### src/rtl/alu_seq_if.sv
// ALU issue/result bundle: master drives start and operands, slave returns busy, done, result and flags.
interface alu_seq_if #(
  parameter int WIDTH = 32
);
  logic             start;
  logic [2:0]       ALUControl;
  logic [WIDTH-1:0] SrcA;
  logic [WIDTH-1:0] SrcB;
  logic             busy;
  logic             done;
  logic [WIDTH-1:0] ALUResult;
  logic [3:0]       ALUFlags;

  modport master (
    output start, ALUControl, SrcA, SrcB,
    input  busy, done, ALUResult, ALUFlags
  );

  modport slave (
    input  start, ALUControl, SrcA, SrcB,
    output busy, done, ALUResult, ALUFlags
  );
endinterface

### src/rtl/alu_seq.sv
// Registered ALU with NZCV flags. Latency is 1 cycle for single-cycle ops and WIDTH cycles for MUL (shift-add).
// Backpressure: start is ignored while busy is high. Result and flags hold until the next done.
module alu_seq #(
  parameter int WIDTH = 32
) (
  input  logic       clk,
  input  logic       reset,
  alu_seq_if.slave   bus
);
  localparam int CW = $clog2(WIDTH) + 1;

  localparam logic [2:0] OP_ADD = 3'b000;
  localparam logic [2:0] OP_SUB = 3'b001;
  localparam logic [2:0] OP_AND = 3'b010;
  localparam logic [2:0] OP_ORR = 3'b011;
  localparam logic [2:0] OP_EOR = 3'b100;
  localparam logic [2:0] OP_MUL = 3'b101;

  typedef enum logic {IDLE, MUL} state_t;

  state_t           state, state_n;
  logic [WIDTH-1:0] mcand, mcand_n;
  logic [WIDTH-1:0] mplier, mplier_n;
  logic [WIDTH-1:0] acc, acc_n;
  logic [WIDTH-1:0] res, res_n;
  logic [CW-1:0]    cnt, cnt_n;
  logic [3:0]       flg, flg_n;
  logic             done_r, done_n;
  logic [WIDTH:0]   sum;

  always_ff @(posedge clk) begin
    if (reset) begin
      state  <= IDLE;
      mcand  <= '0;
      mplier <= '0;
      acc    <= '0;
      res    <= '0;
      cnt    <= '0;
      flg    <= '0;
      done_r <= 1'b0;
    end else begin
      state  <= state_n;
      mcand  <= mcand_n;
      mplier <= mplier_n;
      acc    <= acc_n;
      res    <= res_n;
      cnt    <= cnt_n;
      flg    <= flg_n;
      done_r <= done_n;
    end
  end

  always_comb begin
    state_n  = state;
    mcand_n  = mcand;
    mplier_n = mplier;
    acc_n    = acc;
    res_n    = res;
    cnt_n    = cnt;
    flg_n    = flg;
    done_n   = 1'b0;
    sum      = '0;

    case (state)
      IDLE: begin
        if (bus.start) begin
          done_n = 1'b1;
          case (bus.ALUControl)
            OP_ADD: begin
              sum   = {1'b0, bus.SrcA} + {1'b0, bus.SrcB};
              res_n = sum[WIDTH-1:0];
              flg_n = {sum[WIDTH-1], (sum[WIDTH-1:0] == '0), sum[WIDTH],
                       (bus.SrcA[WIDTH-1] == bus.SrcB[WIDTH-1]) &&
                       (sum[WIDTH-1] != bus.SrcA[WIDTH-1])};
            end
            OP_SUB: begin
              // A + ~B + 1 so that C reads as "no borrow"
              sum   = {1'b0, bus.SrcA} + {1'b0, ~bus.SrcB} + {{WIDTH{1'b0}}, 1'b1};
              res_n = sum[WIDTH-1:0];
              flg_n = {sum[WIDTH-1], (sum[WIDTH-1:0] == '0), sum[WIDTH],
                       (bus.SrcA[WIDTH-1] != bus.SrcB[WIDTH-1]) &&
                       (sum[WIDTH-1] != bus.SrcA[WIDTH-1])};
            end
            OP_AND, OP_ORR, OP_EOR: begin
              if (bus.ALUControl == OP_AND)      res_n = bus.SrcA & bus.SrcB;
              else if (bus.ALUControl == OP_ORR) res_n = bus.SrcA | bus.SrcB;
              else                               res_n = bus.SrcA ^ bus.SrcB;
              flg_n = {res_n[WIDTH-1], (res_n == '0), flg[1:0]};
            end
            OP_MUL: begin
              done_n   = 1'b0;
              mcand_n  = bus.SrcA;
              mplier_n = bus.SrcB;
              acc_n    = '0;
              cnt_n    = '0;
              state_n  = MUL;
            end
            default: begin
              res_n = '0;
              flg_n = 4'b0100;
            end
          endcase
        end
      end
      MUL: begin
        acc_n    = mplier[0] ? (acc + mcand) : acc;
        mcand_n  = mcand << 1;
        mplier_n = mplier >> 1;
        cnt_n    = cnt + CW'(1);
        // cnt counts completed steps, so WIDTH-1 here means this edge is step WIDTH
        if (cnt == CW'(WIDTH - 1)) begin
          res_n   = acc_n;
          flg_n   = {acc_n[WIDTH-1], (acc_n == '0), flg[1:0]};
          done_n  = 1'b1;
          state_n = IDLE;
        end
      end
      default: state_n = IDLE;
    endcase
  end

  assign bus.busy      = (state == MUL);
  assign bus.done      = done_r;
  assign bus.ALUResult = res;
  assign bus.ALUFlags  = flg;
endmodule

### src/flat_wrapper.sv
// flat-port wrapper written by rule: the top's interface ports become plain ports
module alu_seq_flat 
#(
  parameter int WIDTH = 32
)
  (clk, reset, bus_start, bus_ALUControl, bus_SrcA, bus_SrcB, bus_busy, bus_done, bus_ALUResult, bus_ALUFlags);
  alu_seq_if #(.WIDTH(WIDTH)) bus_i ();
  input  logic clk;
  input  logic reset;
  input wire logic [$bits(bus_i.start)-1:0] bus_start;
  input wire logic [$bits(bus_i.ALUControl)-1:0] bus_ALUControl;
  input wire logic [$bits(bus_i.SrcA)-1:0] bus_SrcA;
  input wire logic [$bits(bus_i.SrcB)-1:0] bus_SrcB;
  output wire logic [$bits(bus_i.busy)-1:0] bus_busy;
  output wire logic [$bits(bus_i.done)-1:0] bus_done;
  output wire logic [$bits(bus_i.ALUResult)-1:0] bus_ALUResult;
  output wire logic [$bits(bus_i.ALUFlags)-1:0] bus_ALUFlags;
  assign bus_i.start = bus_start;
  assign bus_i.ALUControl = bus_ALUControl;
  assign bus_i.SrcA = bus_SrcA;
  assign bus_i.SrcB = bus_SrcB;
  assign bus_busy = bus_i.busy;
  assign bus_done = bus_i.done;
  assign bus_ALUResult = bus_i.ALUResult;
  assign bus_ALUFlags = bus_i.ALUFlags;
  alu_seq #(.WIDTH(WIDTH)) u_core (.clk(clk), .reset(reset), .bus(bus_i));
endmodule
### config.mk
export PLATFORM = sky130hd
export DESIGN_NAME = alu_seq_flat
export DESIGN_NICKNAME = d
export VERILOG_FILES = /design/src/rtl/alu_seq_if.sv /design/src/rtl/alu_seq.sv /design/src/flat_wrapper.sv
export SDC_FILE = /design/constraint.sdc
export NUM_CORES = 1
export LEC_CHECK = 0
export CAP_MARGIN = 40
export CORE_MARGIN = 3
export CORE_UTILIZATION = 29
export CTS_BUF_LIST = sky130_fd_sc_hd__clkbuf_8
export DETAILED_ROUTE_END_ITERATION = 8
export PLACE_DENSITY = 0.53
export SLEW_MARGIN = 10
export SYNTH_ARGS = -nofsm -noshare
export SYNTH_HDL_FRONTEND = slang
export SYNTH_SLANG_ARGS = --single-unit
### constraint.sdc
create_clock -name clk -period 9 [get_ports clk]
set_clock_uncertainty 0.15 [all_clocks]
set_input_delay 0.9 -clock clk [delete_from_list [all_inputs] [get_ports clk]]
set_output_delay 0.9 -clock clk [all_outputs]
set_load 0.005 [all_outputs]
==> out/qor.txt, run 1 <==
CELLS AND AREA
------------------------------------------------------------------------------------
P&R area growth vs syn                                                         14.2%
Final design instance area without fill                                    15500 µm²
Post-layout utilization of the core                                            0.338
Area occupied by multi-input gates                                          9870 µm²
Area occupied by registers                                                  2790 µm²
Number of diodes                                                                   0
Number of nets in the final layout                                              2104
Fraction of layout instances using a drive strength above 1                   0.0460
Final-layout fill cell count                                                    4890

CLOCK TREE
------------------------------------------------------------------------------------
Number of buffers added by the clock tree synthesis step                          17
TritonCTS clock tree                                                            done
H-tree Lvls                                                                        4
Count of clock tree sinks                                                        139
Cell chosen for the clock root                                              clkbuf_8
Total of hold buffers inserted after clock tree synthesis                          0
Maximum clock path buffer count                                                    2
Clock insertion delay at the later pin of the skew report                    0.56 ns
# resized after CTS                                                                0
CTS clock-pin slew for the worst setup and hold paths                        0.09 ns
Number of buffers inserted to repair setup after CTS                               0

DETAILED ROUTING
------------------------------------------------------------------------------------
Routed wire length                                                           58.8 mm
Wire length per cell after detailed routing                                  23.4 µm
Mean number of vias per cell                                                    5.96
Via count                                                                      15.0k
Final routed DRC violation total                                                   0
Number of detailed-route iterations in the first pass                              6
Count of nets left with antenna violations after detail routing                    0
Initial drt markers                                                             1808

GLOBAL ROUTING
------------------------------------------------------------------------------------
Global-route congestion overflow total                                             0
First-pass GRT wire length                                                   88.2 mm
Total global-route track usage                                                 0.230
Antenna violations before repair                                                   1
Largest net degree at the start of global routing                                 65
Via count of the first global-routing pass                                     14.1k

LOGIC SYNTHESIS
------------------------------------------------------------------------------------
Proportion of synthesized flip-flops having asynchronous set or reset              0
Post-Synthesis Net Count                                                        2091
Sequential element share of the synthesized area                               0.205
Unique cell type count in the Yosys netlist                                       81
Cell area after synthesis                                                  13600 µm²
Number of flops mapped to enable cells by yosys                                    0
Most frequently used flop master after synthesis                             dfxtp_1
Post-Synthesis Cells                                                            1890
Count of warnings emitted by yosys                                                 0
Synthesized flop and latch total                                                 139
Mean instance size in the synthesized netlist                               7.17 µm²

CRITICAL PATH
------------------------------------------------------------------------------------
Element type at the critical path end                                           flop
Top fanout value on the critical path                                             13
Cell Chain, Critical Path                                               clkdlybuf4s50_1 > inv_1 > ha_1 > clkinv_1 > nor4_1 > nand3_1 > a21oi_1 > o21ai_0 > o21ai_0 > a21oi_1 > o21ai_0 > nor4b_1 > o21ai_0 > a31oi_1
Kind of cell adding the most delay to the critical path                 compound AO/OA/AOI/OAI gates
Most common cell type on the critical path                                   o21ai_0
Crit path required time                                                      9.33 ns
Crit path largest cell delay                                                 0.68 ns
Arrival time at the worst endpoint                                           5.57 ns
Number of buffers and inverters on the critical path                               3
Critical-path cell with the highest stage delay                         clkdlybuf4s50_1
Kind of critical path                                                         in2reg
R2R setup slack                                                              4.16 ns
Critical Path Source Type                                                  input pin

TIMING
------------------------------------------------------------------------------------
Tightest Pin Transition                                                     0.845 ns
Number of pins with negative max-slew slack in the final report                    0
Highest clock frequency the design can meet                                  191 MHz
Final TNS setup                                                                 0 ns
Unrepaired setup endpoints after global routing                                   no
Min Clock Period, post-route                                                 5.24 ns
Fin crit share                                                                 0.582
Relative slew margins                                                          0.436
Final hold violation count                                                         0
Final setup fails                                                                  0

OUTCOME
------------------------------------------------------------------------------------
Result of the run                                                       finished, final reports clean

DIE
------------------------------------------------------------------------------------
Effective utilization at floorplan                                             0.296
Total die area                                                             49400 µm²
Width of the chip                                                             222 µm
Core footprint                                                             45800 µm²
Die height                                                                    222 µm
Count of pins on the block boundary                                              108
Rows                                                                              78

RUN
------------------------------------------------------------------------------------
Number of violations of the max-capacitance limit                                  0

PLACE
------------------------------------------------------------------------------------
Final weighted congestion of routability-driven global placement               0.968
HPWL after DPL                                                               45.1 mm
Placed inst area                                                           15100 µm²
Port Buffers                                                                     107

POWER
------------------------------------------------------------------------------------
Leakage power of the design                                                  6.03 nW
Power per cell area                                                       121 nW/µm²
Maximum VDD drop                                                             92.5 µV
Total power                                                                  1.88 mW

MIN PATH
------------------------------------------------------------------------------------
Worst hold-check path type                                                   reg2reg

-- stage by stage --
| step | std cells | setup slack, ns | hold WS (ns) |
|---|---|---|---|
| floorplan | 1890 | 5.09 | 0.299 |
| global placement | 2477 | 3.33 | 0.311 |
| detailed placement | 2484 | 3.29 | 0.320 |
| CTS | 2515 | 3.90 | 0.332 |
| global route | 2515 | 3.64 | 0.352 |
| finish | 2515 | 3.76 | 0.333 |
-- report_power, final --
group	internal (mW)	switching, mW
combinational	0.234	0.425
sequential	0.634	0.0215
clock	0.273	0.291
total	1.14	0.738
-- path summary, 6_finish.rpt --
check / depth (start not counted) / end / start
max: 14 / u_core.bus.ALUResult[30] / bus_SrcA[15]
max reg2reg: 12 / u_core.bus.ALUFlags[2] / u_core.bus.busy
min reg2reg: 2 / u_core.acc[28] / u_core.acc[28]
min: 2 / u_core.acc[28] / u_core.acc[28]
-- layer usage --
metal,GRT usage,vias to the layer above,share of wire
li1,-,7046,-
met1,0.308,7206,0.44
met2,0.367,666,0.45
met3,0.0588,81,0.082
met4,0.0646,2,0.024
met5,0,-,0.00022
-- registers in the layout, indices dropped and copies added (netlist names) --
signal and cells:
u_core.acc 32, u_core.bus.ALUFlags 3, u_core.bus.ALUResult 32, u_core.bus.busy 1, u_core.bus.done 1, u_core.cnt 6
u_core.mcand 32, u_core.mplier 32
-- final cells by class --
| class | instances | share of cell area |
|---|---|---|
| clock buffer | 17 | 0.0151 |
| clock inverter | 14 | 0.0110 |
| inverter | 114 | 0.0276 |
| multi-input combinational | 1505 | 0.637 |
| sequential | 139 | 0.180 |
| tap | 600 | 0.0485 |
| timing repair buffer | 126 | 0.0809 |
-- synth_stat cells (all sizes together), types with 5 or more instances --
library cell | number | area [µm²]
nand2b | 17 | 106
a21o | 42 | 315
mux2 | 11 | 124
a21oi | 167 | 840
a31oi | 38 | 238
xnor2 | 57 | 499
o22ai | 18 | 113
and2 | 11 | 68.8
a311oi | 11 | 96.3
or3 | 16 | 100
o311ai | 8 | 70.1
nor2 | 206 | 773
o21ai | 122 | 611
o21bai | 12 | 90.1
nand2 | 181 | 682
buf | 26 | 110
a222oi | 62 | 621
and3 | 9 | 56.3
xor2 | 9 | 78.8
a22oi | 7 | 52.6
o211ai | 25 | 188
dfxtp | 139 | 2780
clkbuf | 106 | 398
o2111ai | 5 | 43.8
nand4 | 29 | 196
a32oi | 6 | 52.6
nor4b | 5 | 43.8
o221ai | 7 | 61.3
a221oi | 12 | 105
nand3b | 7 | 52.6
a211oi | 19 | 143
o31ai | 18 | 135
nor3 | 56 | 292
a211o | 8 | 70.1
or4 | 9 | 67.6
a2111oi | 6 | 52.6
nor4 | 21 | 131
nor2b | 23 | 144
nand3 | 39 | 195
o21a | 10 | 75.1
mux2i | 7 | 70.1
ha | 128 | 1600
inv | 110 | 413
-- cell usage in the layout (no fill, tap or decap), types with 38 or more instances in the layout --
cell	netlist	final
dfxtp_1	139	137
a31oi_1	38	38
o21ai_0	118	118
nand2_1	180	180
nor3_1	55	55
nand3_1	39	39
clkdlybuf4s50_1	0	104
a21o_1	42	41
inv_1	107	108
xnor2_1	57	57
ha_1	128	128
a21oi_1	166	164
nor2_1	206	205
a222oi_1	62	62
-- worst register-to-register path, stage by stage (launching register included) --
cell      delay, ns
dfxtp_4        0.89
nand4_4        0.22
nor3_4         0.21
a21o_2         0.12
buf_4          0.48
nand2_2        0.12
or4_1          0.54
a2111o_1       0.35
or4_1          0.59
or4_1          0.50
nor4_1         0.28
nand4_1        0.22
nand3_1        0.13
-- logic make-up after synthesis --
kind of cell,share of synthesized area
adders and majority gates,0.123
AOI/OAI and AO/OA,0.323
muxes,0.0143
buffers and inverters,0.0690
xor gates and xnor gates,0.0426
and+or+nand+nor,0.223
DFF,0.205
Power figures use the tool's default switching activity.
==> run 2, diff against run 1 <==
==> constraint.sdc (replaced) <==
create_clock -name clk -period 5.3 [get_ports clk]
set_clock_uncertainty 0.15 [all_clocks]
set_input_delay 0.53 -clock clk [delete_from_list [all_inputs] [get_ports clk]]
set_output_delay 0.53 -clock clk [all_outputs]
set_load 0.005 [all_outputs]
==> out/qor.txt, run 2 (same netlist as run 1, synthesis figures left out) <==
DIE
-------------------------------------------------------------------------------
Count of pins on the block boundary                                         108   unchanged
Effective utilization at floorplan                                        0.296   unchanged
Die height                                                               222 µm   unchanged
Rows                                                                         78   unchanged
Core footprint                                                        45800 µm²   unchanged
Width of the chip                                                        222 µm   unchanged
Total die area                                                        49400 µm²   unchanged

PLACE
-------------------------------------------------------------------------------
Placed inst area                                                      15300 µm²   +1.6%
Final weighted congestion of routability-driven global placement          0.967   -0.12%
Port Buffers                                                                107   unchanged
HPWL after DPL                                                          46.8 mm   +3.7%

TIMING
-------------------------------------------------------------------------------
Relative slew margins                                                     0.385   -0.0507
Tightest Pin Transition                                                0.921 ns   +0.0758 ns
Highest clock frequency the design can meet                             218 MHz
Final setup fails                                                             0   unchanged
Worst hold margin                                                      0.274 ns   -0.0581 ns
Final hold violation count                                                    0   unchanged
Number of pins with negative max-slew slack in the final report               0   unchanged
Fin crit share                                                            0.866
Final TNS setup                                                            0 ns   unchanged
Unrepaired setup endpoints after global routing                              no
Min Clock Period, post-route                                            4.59 ns

CELLS AND AREA
-------------------------------------------------------------------------------
Number of nets in the final layout                                         2138   +1.6%
P&R area growth vs syn                                                    15.6%
Final design instance area without fill                               15700 µm²   +1.2%
Final-layout fill cell count                                               4897   +0.14%
Most common library cell in the layout ignoring fill and taps            nor2_1
Commonest cells after routing, fill and taps aside                 nor2_1 (205), nand2_1 (180), a21oi_1 (164)
Fraction of layout instances using a drive strength above 1              0.0636   +0.0176

RUN
-------------------------------------------------------------------------------
Number of violations of the max-capacitance limit                             0   unchanged

CRITICAL PATH
-------------------------------------------------------------------------------
Most common cell type on the critical path                                or4_1
Crit path largest cell delay                                            0.60 ns   -0.08 ns
Element type at the critical path end                                      flop
Critical Path Source Type                                                  flop
Crit path required time                                                 5.66 ns   -3.67 ns
Arrival time at the worst endpoint                                      4.95 ns   -0.62 ns
Kind of critical path                                                   reg2reg
Top fanout value on the critical path                                         4   -9
Cell Chain, Critical Path                                          ha_1 > inv_1 > fa_1 > nor2b_1 > o31a_1 > a211oi_1 > a21o_1 > or4_1 > a2111o_1 > or4_1 > or4_1 > nor4_1 > nand4_1 > nand3_1
Critical-path cell with the highest stage delay                           or4_1

DETAILED ROUTING
-------------------------------------------------------------------------------
Final routed DRC violation total                                              0   unchanged
Routed wire length                                                      60.3 mm   +2.7%
Mean number of vias per cell                                               5.96   about the same
Wire length per cell after detailed routing                             23.7 µm   +1.2%
Initial drt markers                                                        1695   -6.3%
Number of detailed-route iterations in the first pass                         7   +1
Via count                                                                 15.2k   +1.3%
Count of nets left with antenna violations after detail routing               0   unchanged

CLOCK TREE
-------------------------------------------------------------------------------
TritonCTS clock tree                                                       done
Maximum clock path buffer count                                               2   unchanged
Clock insertion delay at the later pin of the skew report               0.55 ns   about the same
Cell chosen for the clock root                                         clkbuf_8
Number of buffers added by the clock tree synthesis step                     17   unchanged
# resized after CTS                                                           0   unchanged
Total of hold buffers inserted after clock tree synthesis                     0   unchanged
H-tree Lvls                                                                   4   unchanged
Count of clock tree sinks                                                   139   unchanged
CTS clock-pin slew for the worst setup and hold paths                   0.11 ns   +0.02 ns
Number of buffers inserted to repair setup after CTS                          0   unchanged

GLOBAL ROUTING
-------------------------------------------------------------------------------
Met1 track demand over resource in global routing                         0.326   +0.0177
Total global-route track usage                                            0.238   +0.00810
First-pass GRT wire length                                              90.7 mm   +2.8%
Global-route congestion overflow total                                        0   unchanged
Antenna violations before repair                                              1   unchanged
Via count of the first global-routing pass                                14.5k   +2.9%
Largest net degree at the start of global routing                           122   +88%
Met3 layer usage reported by global route                                0.0544   -0.00436
Global-route layer with the greatest usage                                 met2
Global routing usage on met2                                              0.366   -0.00120

POWER
-------------------------------------------------------------------------------
Leakage power of the design                                             6.16 nW   +2.1%
Power per cell area                                                  199 nW/µm²   +64%
Maximum VDD drop                                                         116 µV   +25%

OUTCOME
-------------------------------------------------------------------------------
Result of the run                                                  finished, final reports clean

MIN PATH
-------------------------------------------------------------------------------
Worst hold-check path type                                               in2reg

==> run 2: worst paths after layout <==
| check | depth (start not counted) | slack (ns) | from | end |
|---|---|---|---|---|
| hold / removal | 2 | 0.27 | reset | u_core.mcand[17] |
| setup / recovery | 14 | 0.71 | u_core.acc[0] | u_core.bus.ALUFlags[2] |
| setup reg to reg | 14 | 0.71 | u_core.acc[0] | u_core.bus.ALUFlags[2] |
| hold reg to reg | 2 | 0.33 | u_core.acc[8] | u_core.acc[8] |
==> run 2: worst max-delay path, delay by kind of cell (launching register included) <==
| kind | cells | cell delay (ns) |
|---|---|---|
| simple gates | 7 | 2.55 |
| compound gates | 4 | 0.78 |
| fa+ha+maj | 2 | 0.60 |
| flops | 1 | 0.41 |
| buf+inv | 1 | 0.06 |
==> run 2: per-stage QoR <==
stage | setup WS (ns) | instances | power [mW] | util
after floorplan | 1.45 | 1890 | 1.79 | -
after global placement | 0.322 | 2515 | 2.27 | 0.334
after detailed placement | 0.383 | 2518 | 2.27 | 0.335
after CTS | 0.707 | 2550 | 3.12 | 0.343
after global routing | 0.510 | 2550 | 3.27 | 0.343
final | 0.708 | 2551 | 3.11 | 0.343
==> run 2: where the power goes <==
group          total, mW  switching [mW]  internal, mW  leakage (nW)
clock              0.844           0.517         0.327         0.175
sequential          1.11          0.0361          1.08          1.13
combinational       1.16           0.734         0.423          4.85
total               3.11            1.29          1.83          6.16
==> run 2: area by class of cell <==
cell class	instances	area, µm²	share of cell area
repair buffers	160	1490	0.0951
diodes	1	2.50	0.000160
multi-input cells	1505	9870	0.630
inverters	114	428	0.0273
clock inverters	15	115	0.00734
flip-flops and latches	139	2790	0.178
well taps	600	751	0.0479
clock buffers	17	234	0.0149
==> run 2: per-layer routing <==
layer  up-vias  share of wire
li1       7116              -
met1      7310           0.45
met2       666           0.44
met3       110          0.083
met4         0          0.035
met5         -              0
